[config.mk]
export PLATFORM = sky130hd
export DESIGN_NAME = alu_seq_unit
export DESIGN_NICKNAME = d
export VERILOG_FILES = /design/src/rtl/alu_seq_pkg.sv /design/src/rtl/alu_ctrl_decode.sv /design/src/rtl/alu_seq_unit.sv
export SDC_FILE = /design/constraint.sdc
export NUM_CORES = 1
export LEC_CHECK = 0
export CAP_MARGIN = 20
export CELL_PAD_IN_SITES_DETAIL_PLACEMENT = 1
export CELL_PAD_IN_SITES_GLOBAL_PLACEMENT = 1
export CORE_ASPECT_RATIO = 1.4
export CORE_UTILIZATION = 35
export CTS_CLUSTER_DIAMETER = 60
export CTS_CLUSTER_SIZE = 16
export DETAILED_ROUTE_END_ITERATION = 6
export PLACE_DENSITY_LB_ADDON = 0.1
export SYNTH_ARGS = -nofsm -noshare
export SYNTH_HDL_FRONTEND = slang
export SYNTH_SLANG_ARGS = --single-unit
[constraint.sdc]
create_clock -name clk -period 3.5 [get_ports clk]
set_clock_uncertainty 0.05 [all_clocks]
set_input_delay 0.35 -clock clk [delete_from_list [all_inputs] [get_ports clk]]
set_output_delay 0.35 -clock clk [all_outputs]
set_load 0.01 [all_outputs]
[src/rtl/alu_seq_pkg.sv]
// rtl/alu_seq_pkg.sv - shared op codes, alu_op encodings and FSM states for alu_seq_unit
//
// Purpose: common definitions imported by alu_ctrl_decode and alu_seq_unit.
// Ports:   none (package).
// Macro:   ALU_MUL_EN adds the ST_MUL state; without it the MUL code is never produced.
package alu_seq_pkg;

  // 4-bit decoded operation codes; AND/OR/ADD/XOR/SUB keep the legacy ALU encoding
  localparam logic [3:0] OP_AND  = 4'b0000;
  localparam logic [3:0] OP_OR   = 4'b0001;
  localparam logic [3:0] OP_ADD  = 4'b0010;
  localparam logic [3:0] OP_XOR  = 4'b0011;
  localparam logic [3:0] OP_SLL  = 4'b0100;
  localparam logic [3:0] OP_SRL  = 4'b0101;
  localparam logic [3:0] OP_SUB  = 4'b0110;
  localparam logic [3:0] OP_SRA  = 4'b0111;
  localparam logic [3:0] OP_SLT  = 4'b1000;
  localparam logic [3:0] OP_SLTU = 4'b1001;
  localparam logic [3:0] OP_MUL  = 4'b1010;
  // M-extension encodings other than MUL: complete in one cycle with a zero result
  localparam logic [3:0] OP_ZERO = 4'b1111;

  // alu_op field from the main control unit
  localparam logic [1:0] ALUOP_MEM    = 2'b00;
  localparam logic [1:0] ALUOP_BRANCH = 2'b01;
  localparam logic [1:0] ALUOP_ARITH  = 2'b10;
  localparam logic [1:0] ALUOP_RSVD   = 2'b11;

  typedef enum logic [1:0] {
    ST_IDLE  = 2'd0,
    ST_SHIFT = 2'd1,
    ST_DONE  = 2'd2
`ifdef ALU_MUL_EN
    ,
    ST_MUL   = 2'd3
`endif
  } state_e;

endpackage

[src/rtl/alu_ctrl_decode.sv]
// rtl/alu_ctrl_decode.sv - combinational ALU-control decode to a 4-bit op code
//
// Purpose: maps alu_op/funct3/funct7/is_rtype onto the RV32I op set.
// Ports:   alu_op_i   - 2-bit class from main control
//          funct3_i   - instruction[14:12]
//          funct7_i   - instruction[31:25]
//          is_rtype_i - 1 = register-register, 0 = immediate
//          op_code_o  - decoded op code
// Macro:   ALU_MUL_EN decodes funct7=0000001 R-type ops (MUL or zero-result).
module alu_ctrl_decode
  import alu_seq_pkg::*;
(
  input  logic [1:0] alu_op_i,
  input  logic [2:0] funct3_i,
  input  logic [6:0] funct7_i,
  input  logic       is_rtype_i,
  output logic [3:0] op_code_o
);

  always_comb begin
    op_code_o = OP_ADD;
    case (alu_op_i)
      ALUOP_MEM:    op_code_o = OP_ADD;
      ALUOP_BRANCH: op_code_o = OP_SUB;
      ALUOP_ARITH: begin
        case (funct3_i)
          // ADDI has no SUB form, so funct7[5] only matters for R-type here
          3'b000: op_code_o = (is_rtype_i && funct7_i[5]) ? OP_SUB : OP_ADD;
          3'b001: op_code_o = OP_SLL;
          3'b010: op_code_o = OP_SLT;
          3'b011: op_code_o = OP_SLTU;
          3'b100: op_code_o = OP_XOR;
          3'b101: op_code_o = funct7_i[5] ? OP_SRA : OP_SRL;
          3'b110: op_code_o = OP_OR;
          3'b111: op_code_o = OP_AND;
          default: op_code_o = OP_ADD;
        endcase
`ifdef ALU_MUL_EN
        if (is_rtype_i && (funct7_i == 7'b0000001)) begin
          op_code_o = (funct3_i == 3'b000) ? OP_MUL : OP_ZERO;
        end
`endif
      end
      default: op_code_o = OP_ADD;
    endcase
  end

`ifndef ALU_MUL_EN
  logic unused_funct7;
  assign unused_funct7 = ^{funct7_i[6], funct7_i[4:0]};
`endif

endmodule

[src/rtl/alu_seq_unit.sv]
// rtl/alu_seq_unit.sv - sequential execute-stage ALU with valid/ready handshake
//
// Purpose: decodes and executes RV32I integer ops; logic/arith in one cycle,
//          shifts on an iterative shifter, optional iterative multiplier.
// Ports:   clk, rst           - clock, synchronous active-high reset
//          in_valid/in_ready  - operation handshake (in_ready combinational)
//          alu_op, funct3, funct7, is_rtype, op_a, op_b - operation fields
//          out_valid/out_ready - result handshake
//          result, zero, op_code - registered result, result==0, decoded op
// Macro:   ALU_MUL_EN compiles in the shift-add multiplier and its state.
module alu_seq_unit
  import alu_seq_pkg::*;
#(
  parameter int XLEN       = 32,
  parameter int SHIFT_STEP = 1
) (
  input  logic            clk,
  input  logic            rst,
  input  logic            in_valid,
  output logic            in_ready,
  input  logic [1:0]      alu_op,
  input  logic [2:0]      funct3,
  input  logic [6:0]      funct7,
  input  logic            is_rtype,
  input  logic [XLEN-1:0] op_a,
  input  logic [XLEN-1:0] op_b,
  output logic            out_valid,
  input  logic            out_ready,
  output logic [XLEN-1:0] result,
  output logic            zero,
  output logic [3:0]      op_code
);

  localparam int SHW = $clog2(XLEN);
  // counter must hold XLEN itself for the multiplier
  localparam int CW = SHW + 1;
  localparam logic [CW-1:0] STEP_C = CW'(SHIFT_STEP);

  state_e          state_q, state_d;
  logic [XLEN-1:0] result_q, result_d;
  logic            zero_q, zero_d;
  logic [3:0]      op_code_q, op_code_d;
  logic [XLEN-1:0] work_q, work_d;
  logic [CW-1:0]   cnt_q, cnt_d;
`ifdef ALU_MUL_EN
  logic [XLEN-1:0] mplier_q, mplier_d;
  logic [XLEN-1:0] acc_q, acc_d;
  logic [XLEN-1:0] acc_nxt;
`endif

  logic [3:0]      dec_op;
  logic [SHW-1:0]  sh_amt;
  logic            accept;
  logic [XLEN-1:0] single;
  logic [CW-1:0]   step;
  logic [XLEN-1:0] shifted;

  alu_ctrl_decode u_decode (
    .alu_op_i   (alu_op),
    .funct3_i   (funct3),
    .funct7_i   (funct7),
    .is_rtype_i (is_rtype),
    .op_code_o  (dec_op)
  );

  assign sh_amt    = op_b[SHW-1:0];
  assign in_ready  = ((state_q == ST_IDLE) || ((state_q == ST_DONE) && out_ready)) && !rst;
  assign accept    = in_valid && in_ready;
  assign out_valid = (state_q == ST_DONE);
  assign result    = result_q;
  assign zero      = zero_q;
  assign op_code   = op_code_q;

  // One-cycle result; shifts land here only with a zero amount, so they pass op_a
  always_comb begin
    single = '0;
    case (dec_op)
      OP_AND:  single = op_a & op_b;
      OP_OR:   single = op_a | op_b;
      OP_ADD:  single = op_a + op_b;
      OP_XOR:  single = op_a ^ op_b;
      OP_SUB:  single = op_a - op_b;
      OP_SLT:  single = {{(XLEN-1){1'b0}}, ($signed(op_a) < $signed(op_b))};
      OP_SLTU: single = {{(XLEN-1){1'b0}}, (op_a < op_b)};
      OP_SLL, OP_SRL, OP_SRA: single = op_a;
      default: single = '0;
    endcase
  end

  // Iterative shifter: at most SHIFT_STEP bits per cycle, fewer on the last step
  always_comb begin
    step    = (cnt_q > STEP_C) ? STEP_C : cnt_q;
    shifted = work_q;
    case (op_code_q)
      OP_SLL:  shifted = work_q << step;
      OP_SRL:  shifted = work_q >> step;
      default: shifted = $signed(work_q) >>> step;
    endcase
  end

  always_comb begin
    state_d   = state_q;
    result_d  = result_q;
    zero_d    = zero_q;
    op_code_d = op_code_q;
    work_d    = work_q;
    cnt_d     = cnt_q;
`ifdef ALU_MUL_EN
    mplier_d  = mplier_q;
    acc_d     = acc_q;
    acc_nxt   = mplier_q[0] ? (acc_q + work_q) : acc_q;
`endif

    case (state_q)
      ST_IDLE: ;
      ST_SHIFT: begin
        work_d = shifted;
        cnt_d  = cnt_q - step;
        // finish on the cycle that consumes the last bits, not one later
        if (cnt_q == step) begin
          state_d  = ST_DONE;
          result_d = shifted;
          zero_d   = (shifted == '0);
        end
      end
`ifdef ALU_MUL_EN
      ST_MUL: begin
        acc_d    = acc_nxt;
        work_d   = work_q << 1;
        mplier_d = mplier_q >> 1;
        cnt_d    = cnt_q - CW'(1);
        if (cnt_q == CW'(1)) begin
          state_d  = ST_DONE;
          result_d = acc_nxt;
          zero_d   = (acc_nxt == '0);
        end
      end
`endif
      ST_DONE: begin
        if (out_ready) state_d = ST_IDLE;
      end
      default: state_d = ST_IDLE;
    endcase

    // A new op can be taken from IDLE or in the same cycle DONE is drained
    if (accept) begin
      op_code_d = dec_op;
      work_d    = op_a;
      if (((dec_op == OP_SLL) || (dec_op == OP_SRL) || (dec_op == OP_SRA)) && (sh_amt != '0)) begin
        state_d = ST_SHIFT;
        cnt_d   = CW'(sh_amt);
      end
`ifdef ALU_MUL_EN
      else if (dec_op == OP_MUL) begin
        state_d  = ST_MUL;
        mplier_d = op_b;
        acc_d    = '0;
        cnt_d    = CW'(XLEN);
      end
`endif
      else begin
        state_d  = ST_DONE;
        result_d = single;
        zero_d   = (single == '0);
      end
    end
  end

  always_ff @(posedge clk) begin
    if (rst) begin
      state_q   <= ST_IDLE;
      result_q  <= '0;
      zero_q    <= 1'b0;
      op_code_q <= OP_AND;
      work_q    <= '0;
      cnt_q     <= '0;
`ifdef ALU_MUL_EN
      mplier_q  <= '0;
      acc_q     <= '0;
`endif
    end else begin
      state_q   <= state_d;
      result_q  <= result_d;
      zero_q    <= zero_d;
      op_code_q <= op_code_d;
      work_q    <= work_d;
      cnt_q     <= cnt_d;
`ifdef ALU_MUL_EN
      mplier_q  <= mplier_d;
      acc_q     <= acc_d;
`endif
    end
  end

endmodule

# After elaboration in Yosys (flattened, before gate mapping)
# Index checks and enable logic that the tools add are counted.
# word_totals
output_inout_bits	39
ram_bits	0
register_bits	77
input_bits	81
latch_bits	0
n_memories	0
romBits	0
wordCells	87
# classes
n_mul	0
n_bitwise	3
n_div	0
magnitude_cmp	3
eq_ne	26
addsub	3
mux	25
n_reduce_logical	18
shifts	3
# ops
cell	n
$pmux W32 S8	1
$mux W32	6
$logic_not A32 Y1	2
$lt A32 B32 Y1	2
$pmux W32 S2	1
$add A32 B32 Y32	1
$and A32 B32 Y32	1
$or A32 B32 Y32	1
$pmux W4 S8	1
$shl A32 B6 Y32	1
$shr A32 B6 Y32	1
$sshr A32 B6 Y32	1
$sub A32 B32 Y32	1
$xor A32 B32 Y32	1
$eq A4 B3 Y1 const B	6
$mux W6	4
$eq A3 B3 Y1 const B	4
$mux W2	5
$eq A4 B2 Y1 const B	2
$eq A4 B4 Y1 const B	2
$pmux W4 S2	1
$eq A3 B2 Y1 const B	2
$eq A6 B6 Y1	1
$gt A6 B1 Y1 const B	1
21 further kinds	32

# Logic depth before layout (Yosys ltp)
# Gate-level depths: netlist of the first run.
# depth
ltp_word	10
depth_mapped	16

# Modules after synthesis
# A second synthesis of the first run with hierarchy kept.
# hier_totals
hier_cells	1452
area_unflattened_um2	10090.9
# modules_own_cells
module	cells_per_inst	area_per_inst_um2	n_inst
alu_seq_unit	1435	9957.0	1
alu_ctrl_decode	17	133.9	1

# Worst setup path after synthesis of the first run
# OpenSTA, ideal clock, no wires.
# synth_timing
kind	input to register
start	input port op_a[0]
end	register zero_q, in the netlist zero
path_stages	13
required_time_ns	3.358
path_slack_ns	0.115
n_path_buf	0
arrival_ns	3.243
cell_sequence	ha_1 fa_1 a211oi_1 o211ai_1 a211oi_2 nor2_1 a31o_1 and2_1 a2111oi_0 o21ai_0 nor4b_1 nand4_1 o32ai_1
# synth_via
elab_chain_len	5
word_cells_on_any_way	11
# synth_lines
item	line_no	source
start: declaration	alu_seq_unit.sv:25	input logic [XLEN-1:0] op_a,
$sub A32 B32 Y32 (tied with other cells)	alu_seq_unit.sv:82	OP_SUB: single = op_a - op_b;
$pmux W32 S8 (*)	alu_seq_unit.sv:77	case (dec_op)
$logic_not A32 Y1 (*)	alu_seq_unit.sv:164	zero_d = (single == '0);
$mux W1 (*)	alu_seq_unit.sv:149	if (((dec_op == OP_SLL) || (dec_op == OP_SRL) || (dec_op == OP_SRA)) && (sh_amt != '0)) begin
$mux W1 (*)	alu_seq_unit.sv:146	if (accept) begin
end signal: assignment	alu_seq_unit.sv:184	zero_q <= zero_d;
end: declaration	alu_seq_unit.sv:41	logic zero_q, zero_d;
# Every way passes the cells marked *; elsewhere a longest branch is shown, timed or not.
# A chain may end at the register's enable or synchronous reset.

# Worst setup path in the final report of the first run
# layout_timing
start	input port op_a[4]
end	register zero_q, in the netlist zero
# The elaborated chain is that of the path after synthesis.

==> results_dict.tcl, run 1 <==
set metrics [dict create \
    slew-limit-headroom 0.426 \
    rrSetupSlack_ns 0.11 \
    hold_slack_ns 0.353 \
    final_util 0.581 \
    fin_area_mm2 0.0166 \
    setup_viol 1 \
    final_common_cell "buf_4" \
    p_per_area_mw_per_mm2 293 \
    ir_drop_uv 210 \
    synth-xor-area-share 0.0120 \
    rsz0062_at_grt "true" \
    synth-main-ff-cell "dfxtp_1" \
    io_buffers 113 \
    grt_max_degree 72 \
    syn2layout_area_growth_pct 62.1 \
    endpoint "zero" \
    die_x_um 147 \
    synth_edf_count 0 \
    drv_slew 0 \
    root_buffer "clkbuf_16" \
    final_layout_size_suffix_gt1_frac 0.358 \
    gp_congestion 0.981 \
    drc 0 \
    cts_tree "done" \
    endpoint_kind "register" \
    min_period_ns 3.55 \
    fin_nets 2186 \
    violations "setup timing" \
    num_antenna_cells 0 \
    drtIter0Drc 923 \
    period_share 1.01 \
    r2r-start "cnt_q[5]" \
    synth_compound_area_frac 0.356 \
    seq_area_mm2 0.00154 \
    crit_start "op_a[4]" \
    gr-total-overflow 0 \
    track_usage 0.378 \
    syn-num-nets 1669 \
    clk_pin_slew_ns 0.06 \
    crit_path_cell_trace "clkdlybuf4s50_1 -> inv_1 -> ha_4 -> o211ai_1 -> buf_4 -> o211ai_1 -> buf_4 -> a21boi_2 -> a2111o_1 -> nand3_2 -> a41oi_4 -> o22a_1 -> o22a_1 -> nor4b_4 -> nand4_1 -> o32ai_1" \
    crit_required_ns 3.72 \
    rows 73 \
    wire_per_inst_um 24.3 \
    hold_path_class "primary input to register" \
    grt_pass1_vias 14800 \
    yosys.area_share.simple 0.252 \
    maxCapViolCount 0 \
    cts_hold_buf 0 \
    wl_um 58000 \
    fin_setup_tns_ns -0.0462 \
    ys_ff_latch 77 \
    hpwl_um 46200 \
    fillers 3581 \
    synthCells 1486 \
    start_util 0.359 \
    async_flop_share 0 \
    grt_first_pass_wirelength_um 86700 \
    place_ws_ns -1.19 \
    critPathKind "primary input to register" \
    min_from "op_a[0]" \
    final.setup.worst_slack_ns -0.0462 \
    crit_fanout 5 \
    io_pins 120 \
    critPathLaunchType "primary input" \
    worst-r2r-cell-count 13 \
    layout_common_cells "buf_4 (481), nand2_1 (175), nor2_1 (126)" \
    vias_per_cell 6.05 \
    clkSinkCount 77 \
    worstMarginPinSlew_ns 0.861 \
    max_stage_delay_ns 0.48 \
    place_inst 2319 \
    fmaxAchievable_mhz 282 \
    synthDistinctLibCells 94 \
    syn_area_per_cell_um2 6.90 \
    placed_cell_area_mm2 0.0149 \
    die_h_um 205 \
    finalHoldViolations 0 \
    core-area_mm2 0.0286 \
    status "complete, but fails checks" \
    leakagePower_nw 7.29 \
    synth_top_family_by_area "compound AO/OA/AOI/OAI gates" \
    multi_input_area_mm2 0.00895 \
    h-tree-depth 3 \
    vias 14400 \
    firstDrtPassIters 5 \
    cp_slowest_cell "clkdlybuf4s50_1" \
    yosys.area_share.adder 0.126 \
    r2r-end "zero" \
    ys_seq_area_frac 0.150 \
    max-clock-path-buffers 2 \
    clkLatencyLatePin_ns 0.36 \
    antenna_found_initial 1 \
    ant_nets 0 \
    numCtsBuffers 9 \
    die-area_mm2 0.0300 \
    netlist_area_mm2 0.0103 \
    ys_warn_count 0 \
    synth_mux_area_frac 0.0245 \
    total_power_mw 4.86 \
    crit_arrival_ns 3.77 \
    layout.cells.non_filler 2383 \
]
-- flip-flops by register name, summed over array words and instances, names as in the netlist --
register	flops
op_code	4
zero	1
work_q	32
result	32
cnt_q	6
state_q	2
-- timing repair --
| item | 4_1_cts | 5_1_grt |
|---|---|---|
| pin swaps | 65 | 57 |
| resized for setup | 165 | 113 |
| buffers inserted | 30 | 19 |
| endpoints found under the setup margin | 19 | 10 |
-- power breakdown --
part / leakage [nW] / switching (mW) / internal, mW
Sequential: 0.630 / 0.0692 / 0.934
Clock: 0.161 / 0.405 / 0.650
Combinational: 6.49 / 1.48 / 1.33
-- synth_stat cells (6+ instances only) --
| cell | instances | area [um^2] |
|---|---|---|
| nand2_1 | 178 | 668 |
| nor2_1 | 141 | 529 |
| a21oi_1 | 115 | 576 |
| inv_1 | 104 | 390 |
| ha_1 | 100 | 1250 |
| dfxtp_1 | 77 | 1540 |
| clkbuf_1 | 68 | 255 |
| a211oi_1 | 62 | 465 |
| o21ai_0 | 51 | 255 |
| a31oi_1 | 39 | 244 |
| nor3_1 | 33 | 165 |
| nor2b_1 | 32 | 200 |
| nand3_1 | 31 | 155 |
| a22oi_1 | 30 | 225 |
| nor4_1 | 23 | 144 |
| buf_2 | 22 | 110 |
| a221oi_1 | 21 | 184 |
| a21o_1 | 20 | 150 |
| mux2i_1 | 18 | 180 |
| nand4_1 | 16 | 100 |
| o211ai_1 | 16 | 120 |
| o22ai_1 | 14 | 87.6 |
| o21ai_1 | 13 | 65.1 |
| o21a_1 | 12 | 90.1 |
| a221o_1 | 11 | 110 |
| o221ai_1 | 11 | 96.3 |
| xnor2_1 | 11 | 96.3 |
| and2_1 | 10 | 62.6 |
| buf_1 | 10 | 37.5 |
| nand2b_1 | 10 | 62.6 |
| or3_1 | 10 | 62.6 |
| o21bai_1 | 9 | 67.6 |
| or2_2 | 9 | 56.3 |
| or4_1 | 9 | 67.6 |
| a2111oi_0 | 8 | 70.1 |
| and3_1 | 7 | 43.8 |
| o31ai_1 | 7 | 52.6 |
| o311ai_0 | 6 | 52.6 |
-- worst max-delay path, delay by kind of cell --
kind / cells / cell delay (ns)
buf+inv: 4 / 0.89
compound gates: 8 / 1.66
simple gates: 3 / 0.56
fa+ha+maj: 1 / 0.31
-- how the worst min path moves through the flow --
| stage | cells after the start | slack, ns | end |
|---|---|---|---|
| after global routing | 4 | 0.38 | work_q[0] |
| after detailed placement | 2 | 0.46 | op_code[1] |
| final | 4 | 0.35 | work_q[0] |
| after global placement | 2 | 0.46 | op_code[3] |
| after CTS | 4 | 0.43 | work_q[0] |
| after floorplan | 2 | 0.43 | state_q[1] |
-- kinds of logic after synthesis --
kind of cell	count (synthesis)
xor+xnor	14
compound gates	522
simple gates	538
fa+ha+maj	102
mux	24
buf+inv	209
flops	77
-- routing by layer --
| metal | track usage | wire length (um) | vias up |
|---|---|---|---|
| li1 | - | - | 6530 |
| met1 | 0.442 | 23400 | 7204 |
| met2 | 0.684 | 29200 | 503 |
| met3 | 0.0332 | 2430 | 172 |
| met4 | 0.193 | 3010 | 0 |
| met5 | 0 | 0 | - |
-- layout make-up --
class,count,area share
clock buffer,14,0.0177
timing repair buffer,608,0.296
clock inverter,2,0.00226
tap,375,0.0282
inverter,107,0.0242
sequential,77,0.0927
multi-input combinational,1200,0.539
Note: power is estimated with default switching activity, not from simulation.
==> run 2: changes to the inputs <==
CAP_MARGIN = not set   (was 20)
CTS_BUF_LIST = sky130_fd_sc_hd__clkbuf_4   (was not set)
==> run 2 against run 1 <==
Effect of this change:
- the flow now finishes without violations
- count of clock-buffer cells in the layout decreased by 5
- highest routed layer is now met5
- core utilization shrank 2.3 points
- routed wire length shrank 1.5%
- combinational power decreased by 4%
- die area did not move
- power fell by 12%
- final area fell by 3.9%
- global-route usage is 0.69 points lower
- clock power decreased by 47%
==> results_dict.tcl, run 2 (synthesis results as in run 1) <==
set metrics [dict create \
    status "finished, final reports clean" \
    fillers 3625 \
    period_share 1.00 \
    crit_start "op_b[16]" \
    critPathLaunchType "primary input" \
    ant_nets 0 \
    cts_tree "done" \
    antenna_found_initial 3 \
    place_inst 2319 \
    drv_slew 0 \
    cp_num_cells 16 \
    rsz0062_at_grt "true" \
    layout_common_cells "buf_4 (460), nand2_1 (176), nor2_1 (131)" \
    die-area_mm2 0.0300 \
    h-tree-depth 3 \
    gr-total-overflow 0 \
    p_seq_frac 0.236 \
    endpoint_kind "register" \
    swShare 0.436 \
    gp_congestion 0.981 \
    clkSinkCount 77 \
    drc 0 \
    setup_viol 0 \
    path_buf_inv 4 \
    hpwl_um 46200 \
    maxCapViolCount 0 \
    grt_max_degree 72 \
    finalHoldViolations 0 \
    crit_fanout 4 \
    hold_path_class "primary input to register" \
    rrSetupSlack_ns 0.16 \
    core-area_mm2 0.0286 \
    grt_pass1_vias 14500 \
    rows 73 \
    worstMarginPinSlew_ns 0.828 \
    p_per_area_mw_per_mm2 266 \
    layout.cells.non_filler 2361 \
    cp_top_family "compound AO/OA/AOI/OAI gates" \
    vias_per_cell 6.01 \
    slew-limit-headroom 0.444 \
    clkLatencyLatePin_ns 0.50 \
    drtIter0Drc 875 \
    p_int_mw 2.40 \
    start_util 0.359 \
    clk_pin_slew_ns 0.14 \
    p_sw_mw 1.85 \
    crit_path_cell_trace "clkdlybuf4s50_1 -> inv_1 -> ha_1 -> nor2_2 -> nand3_1 -> nor4_4 -> o21ai_4 -> a211oi_2 -> buf_4 -> a21oi_1 -> a2111o_1 -> and3_1 -> a211oi_2 -> buf_4 -> nand4_1 -> o32ai_1" \
    syn2layout_area_growth_pct 55.8 \
    max_stage_delay_ns 0.48 \
    crit_required_ns 3.88 \
    critPathKind "primary input to register" \
    io_pins 120 \
    fin_setup_tns_ns 0 \
    wire_per_inst_um 24.2 \
    wl_um 57100 \
    fin_nets 2163 \
    worst-r2r-cell-count 12 \
    fmaxAchievable_mhz 286 \
    numCtsBuffers 9 \
    crit_arrival_ns 3.88 \
    grt_first_pass_wirelength_um 84800 \
    max-clock-path-buffers 2 \
    final_common_cell "buf_4" \
    die_h_um 205 \
    hold_slack_ns 0.275 \
    endpoint "zero" \
    min_period_ns 3.50 \
    ir_drop_uv 127 \
    io_buffers 113 \
    power_frac_clock 0.132 \
    firstDrtPassIters 7 \
    r2r-start "cnt_q[5]" \
    final_layout_size_suffix_gt1_frac 0.325 \
    track_usage 0.371 \
    leakagePower_nw 7.03 \
    vias 14200 \
    cts_hold_buf 0 \
    die_x_um 147 \
    cp_slowest_cell "clkdlybuf4s50_1" \
    power_frac_comb 0.633 \
    r2r-end "zero" \
    root_buffer "clkbuf_4" \
]
-- run 2: through the flow --
step / instance area (um^2) / worst slack (ns) / power (mW) / util
CTS: 15400 / -0.0326 / 4.07 / 0.537
detailed placement: 14900 / -1.19 / 3.41 / 0.520
finish: 16000 / 0.0000542 / 4.26 / 0.559
floorplan: 10300 / 0.115 / 2.10 / -
global route: 16000 / -0.176 / 4.46 / 0.559
global placement: 14900 / -1.05 / 3.37 / 0.520
-- run 2: routing by layer --
metal | global-route usage | part of all wire | vias to the layer above
li1 | - | - | 6494
met1 | 0.438 | 0.41 | 7069
met2 | 0.671 | 0.50 | 475
met3 | 0.0325 | 0.041 | 155
met4 | 0.177 | 0.050 | 2
met5 | 0 | 0.00023 | -
-- run 2: how the worst min path moves through the flow --
stage / startpoint / end / cells after the start
2_1_floorplan: state_q[1] / state_q[1] / 2
3_3_place_gp: op_code[3] / op_code[3] / 2
3_5_place_dp: op_code[1] / op_code[1] / 2
4_1_cts: op_a[0] / work_q[0] / 4
5_1_grt: op_b[0] / cnt_q[0] / 4
6_report: op_b[0] / cnt_q[0] / 4
-- run 2: power groups by stage --
stage	Sequential [mW]	Combinational, mW	Clock [mW]
6_report	1.00	2.69	0.560
3_5_place_dp	1.02	2.40	0
2_1_floorplan	1.01	1.09	0
4_1_cts	1.00	2.50	0.569
3_3_place_gp	1.02	2.36	0
5_1_grt	1.01	2.85	0.600
-- run 2: worst reg2reg max path: stages, from the launching register on --
cell and delay (ns):
dfxtp_2 0.34, or4_4 0.53, buf_8 0.16, or4_4 0.49, o41ai_2 0.07, o221ai_1 0.18, nor2_2 0.24, a21oi_4 0.14
nor4b_4 0.31, nand4_1 0.15, nor4_2 0.24, nand4_1 0.13, o32ai_1 0.26
-- run 2: timing repair --
item                                    4_1_cts  5_1_grt
endpoints found under the hold margin         0        0
gates resized for setup                      73      118
pin swaps                                    30       48
setup buffers                                10       17
endpoints found under the setup margin       12        9
-- run 2: layout make-up --
type                    instances  area (um^2)  area share
multi-input cells            1200         8690       0.544
repair buffers                585         4750       0.297
flip-flops and latches         77         1540      0.0966
well taps                     375          469      0.0294
inverters                     107          402      0.0251
clock buffers                   9         67.6     0.00423
clock inverters                 7         56.3     0.00352
diodes                          1         2.50    0.000157
==> run 3: changes to the inputs <==
ABC_CLOCK_PERIOD_IN_PS = 3500   (was not set)
REMOVE_ABC_BUFFERS = 1   (was not set)
==> run 3 against run 2 <==
Effect of this change:
- maximum frequency is 1.6% higher
- power increased by 2.4%
- sequential power about the same
- via count decreased by 1.2%
- global-route usage decreased by 0.70 points
- core utilization grew 0.88 points
- register-to-register slack better by 0.04 ns
- critical endpoint is now result[26]
- routed wire length decreased by 1.5%
- clock power grew 17%
- highest routed layer is now met4
==> results_dict.tcl, run 3 (synthesis results as in run 1) <==
set metrics [dict create \
    status "finished, final reports clean" \
    endpoint_kind "register" \
    h-tree-depth 3 \
    critPathLaunchType "primary input" \
    crit_arrival_ns 3.83 \
    busiest_layer "met2" \
    root_buffer "clkbuf_4" \
    wire_per_inst_um 23.7 \
    io_pins 120 \
    io_buffers 113 \
    syn2layout_area_growth_pct 58.3 \
    critPathKind "primary input to register" \
    slew-limit-headroom 0.450 \
    grt_pass1_vias 14400 \
    p_seq_frac 0.229 \
    drc 0 \
    worstMarginPinSlew_ns 0.804 \
    firstDrtPassIters 5 \
    drtIter0Drc 734 \
    track_usage 0.364 \
    crit_fanout 13 \
    power_frac_comb 0.620 \
    hpwl_um 45400 \
    met1_usage 0.411 \
    crit_required_ns 3.89 \
    fillers 3626 \
    final_layout_size_suffix_gt1_frac 0.344 \
    min_period_ns 3.45 \
    p_int_mw 2.49 \
    core-area_mm2 0.0286 \
    max-clock-path-buffers 2 \
    leakagePower_nw 7.17 \
    maxCapViolCount 0 \
    gp_congestion 0.958 \
    clkLatencyLatePin_ns 0.53 \
    ir_drop_uv 132 \
    antenna_found_initial 2 \
    placed_cell_area_mm2 0.0149 \
    die_h_um 205 \
    vias 14000 \
    fmaxAchievable_mhz 290 \
    finalHoldViolations 0 \
    met2_usage 0.666 \
    fin_nets 2171 \
    numCtsBuffers 9 \
    swShare 0.429 \
    die-area_mm2 0.0300 \
    clk_pin_slew_ns 0.13 \
    wl_um 56200 \
    gr-total-overflow 0 \
    vias_per_cell 5.92 \
    use_met3 0.0354 \
    die_x_um 147 \
    rows 73 \
    grt_first_pass_wirelength_um 83600 \
    total_power_mw 4.36 \
    cts_hold_buf 0 \
    layout_common_cells "buf_4 (471), nand2_1 (174), nor2_1 (127)" \
    fin_area_mm2 0.0162 \
    power_frac_clock 0.150 \
    drv_slew 0 \
    clkSinkCount 77 \
    p_per_area_mw_per_mm2 269 \
    setup_viol 0 \
    ant_nets 0 \
    grt_max_degree 59 \
    final_common_cell "buf_4" \
    cts_tree "done" \
    period_share 0.985 \
    p_sw_mw 1.87 \
    hold_path_class "primary input to register" \
    start_util 0.359 \
]
## run 3: layout make-up
class,instances,area [um^2],area share
antenna,2,5.00,0.000308
clock buffer,9,67.6,0.00416
clock inverter,7,90.1,0.00555
inverter,107,404,0.0249
multi-input combinational,1200,8830,0.544
sequential,77,1540,0.0951
tap,375,469,0.0289
timing repair buffer,593,4820,0.297
## run 3: path summary, 6_finish.rpt
path | cells past startpoint | slack [ns] | start | end
max | 14 | 0.05 | is_rtype | result[26]
max reg2reg | 14 | 0.20 | cnt_q[5] | zero
min | 3 | 0.17 | op_b[0] | cnt_q[0]
min reg2reg | 2 | 0.50 | state_q[1] | state_q[1]
## run 3: routing by layer
metal / routed length, um / vias to the layer above
li1: - / 6489
met1: 22200 / 6914
met2: 28700 / 460
met3: 2300 / 157
met4: 3010 / 0
met5: 0 / -
## run 3: power by group through the flow
| stage | Sequential (mW) | Combinational [mW] | Clock, mW |
|---|---|---|---|
| 3_3_place_gp | 1.02 | 2.36 | 0 |
| 2_1_floorplan | 1.01 | 1.04 | 0 |
| 5_1_grt | 1.00 | 2.88 | 0.686 |
| 4_1_cts | 0.998 | 2.48 | 0.663 |
| 3_5_place_dp | 1.02 | 2.41 | 0 |
| 6_report | 1.00 | 2.70 | 0.655 |
## run 3: repair_timing
item	4_1_cts	5_1_grt
gates resized for setup	53	179
pin swaps	23	51
endpoints found under the setup margin	9	14
buffers inserted	8	15
## run 3: worst max-delay path, stage by stage
cell             delay (ns)
clkdlybuf4s50_1        0.55
nand3b_1               0.20
a221o_1                0.41
buf_6                  0.17
buf_4                  0.13
nor4_4                 0.38
buf_4                  0.24
buf_4                  0.24
a311oi_2               0.15
nor4_1                 0.25
o22a_1                 0.20
o22a_1                 0.23
nor2_1                 0.09
a211oi_1               0.22
## run 3: through the flow
stage	hold slack [ns]	utilization	setup TNS (ns)	setup WS [ns]	instances
after CTS	0.154	0.538	-0.144	-0.130	2354
final	0.166	0.568	0	0.0537	2370
after global routing	0.172	0.568	-0.0827	-0.0546	2369
after detailed placement	0.488	0.523	-13.23	-1.09	2330
after floorplan	0.369	-	-43.57	-1.78	1384
after global placement	0.465	0.523	-11.52	-1.01	2330
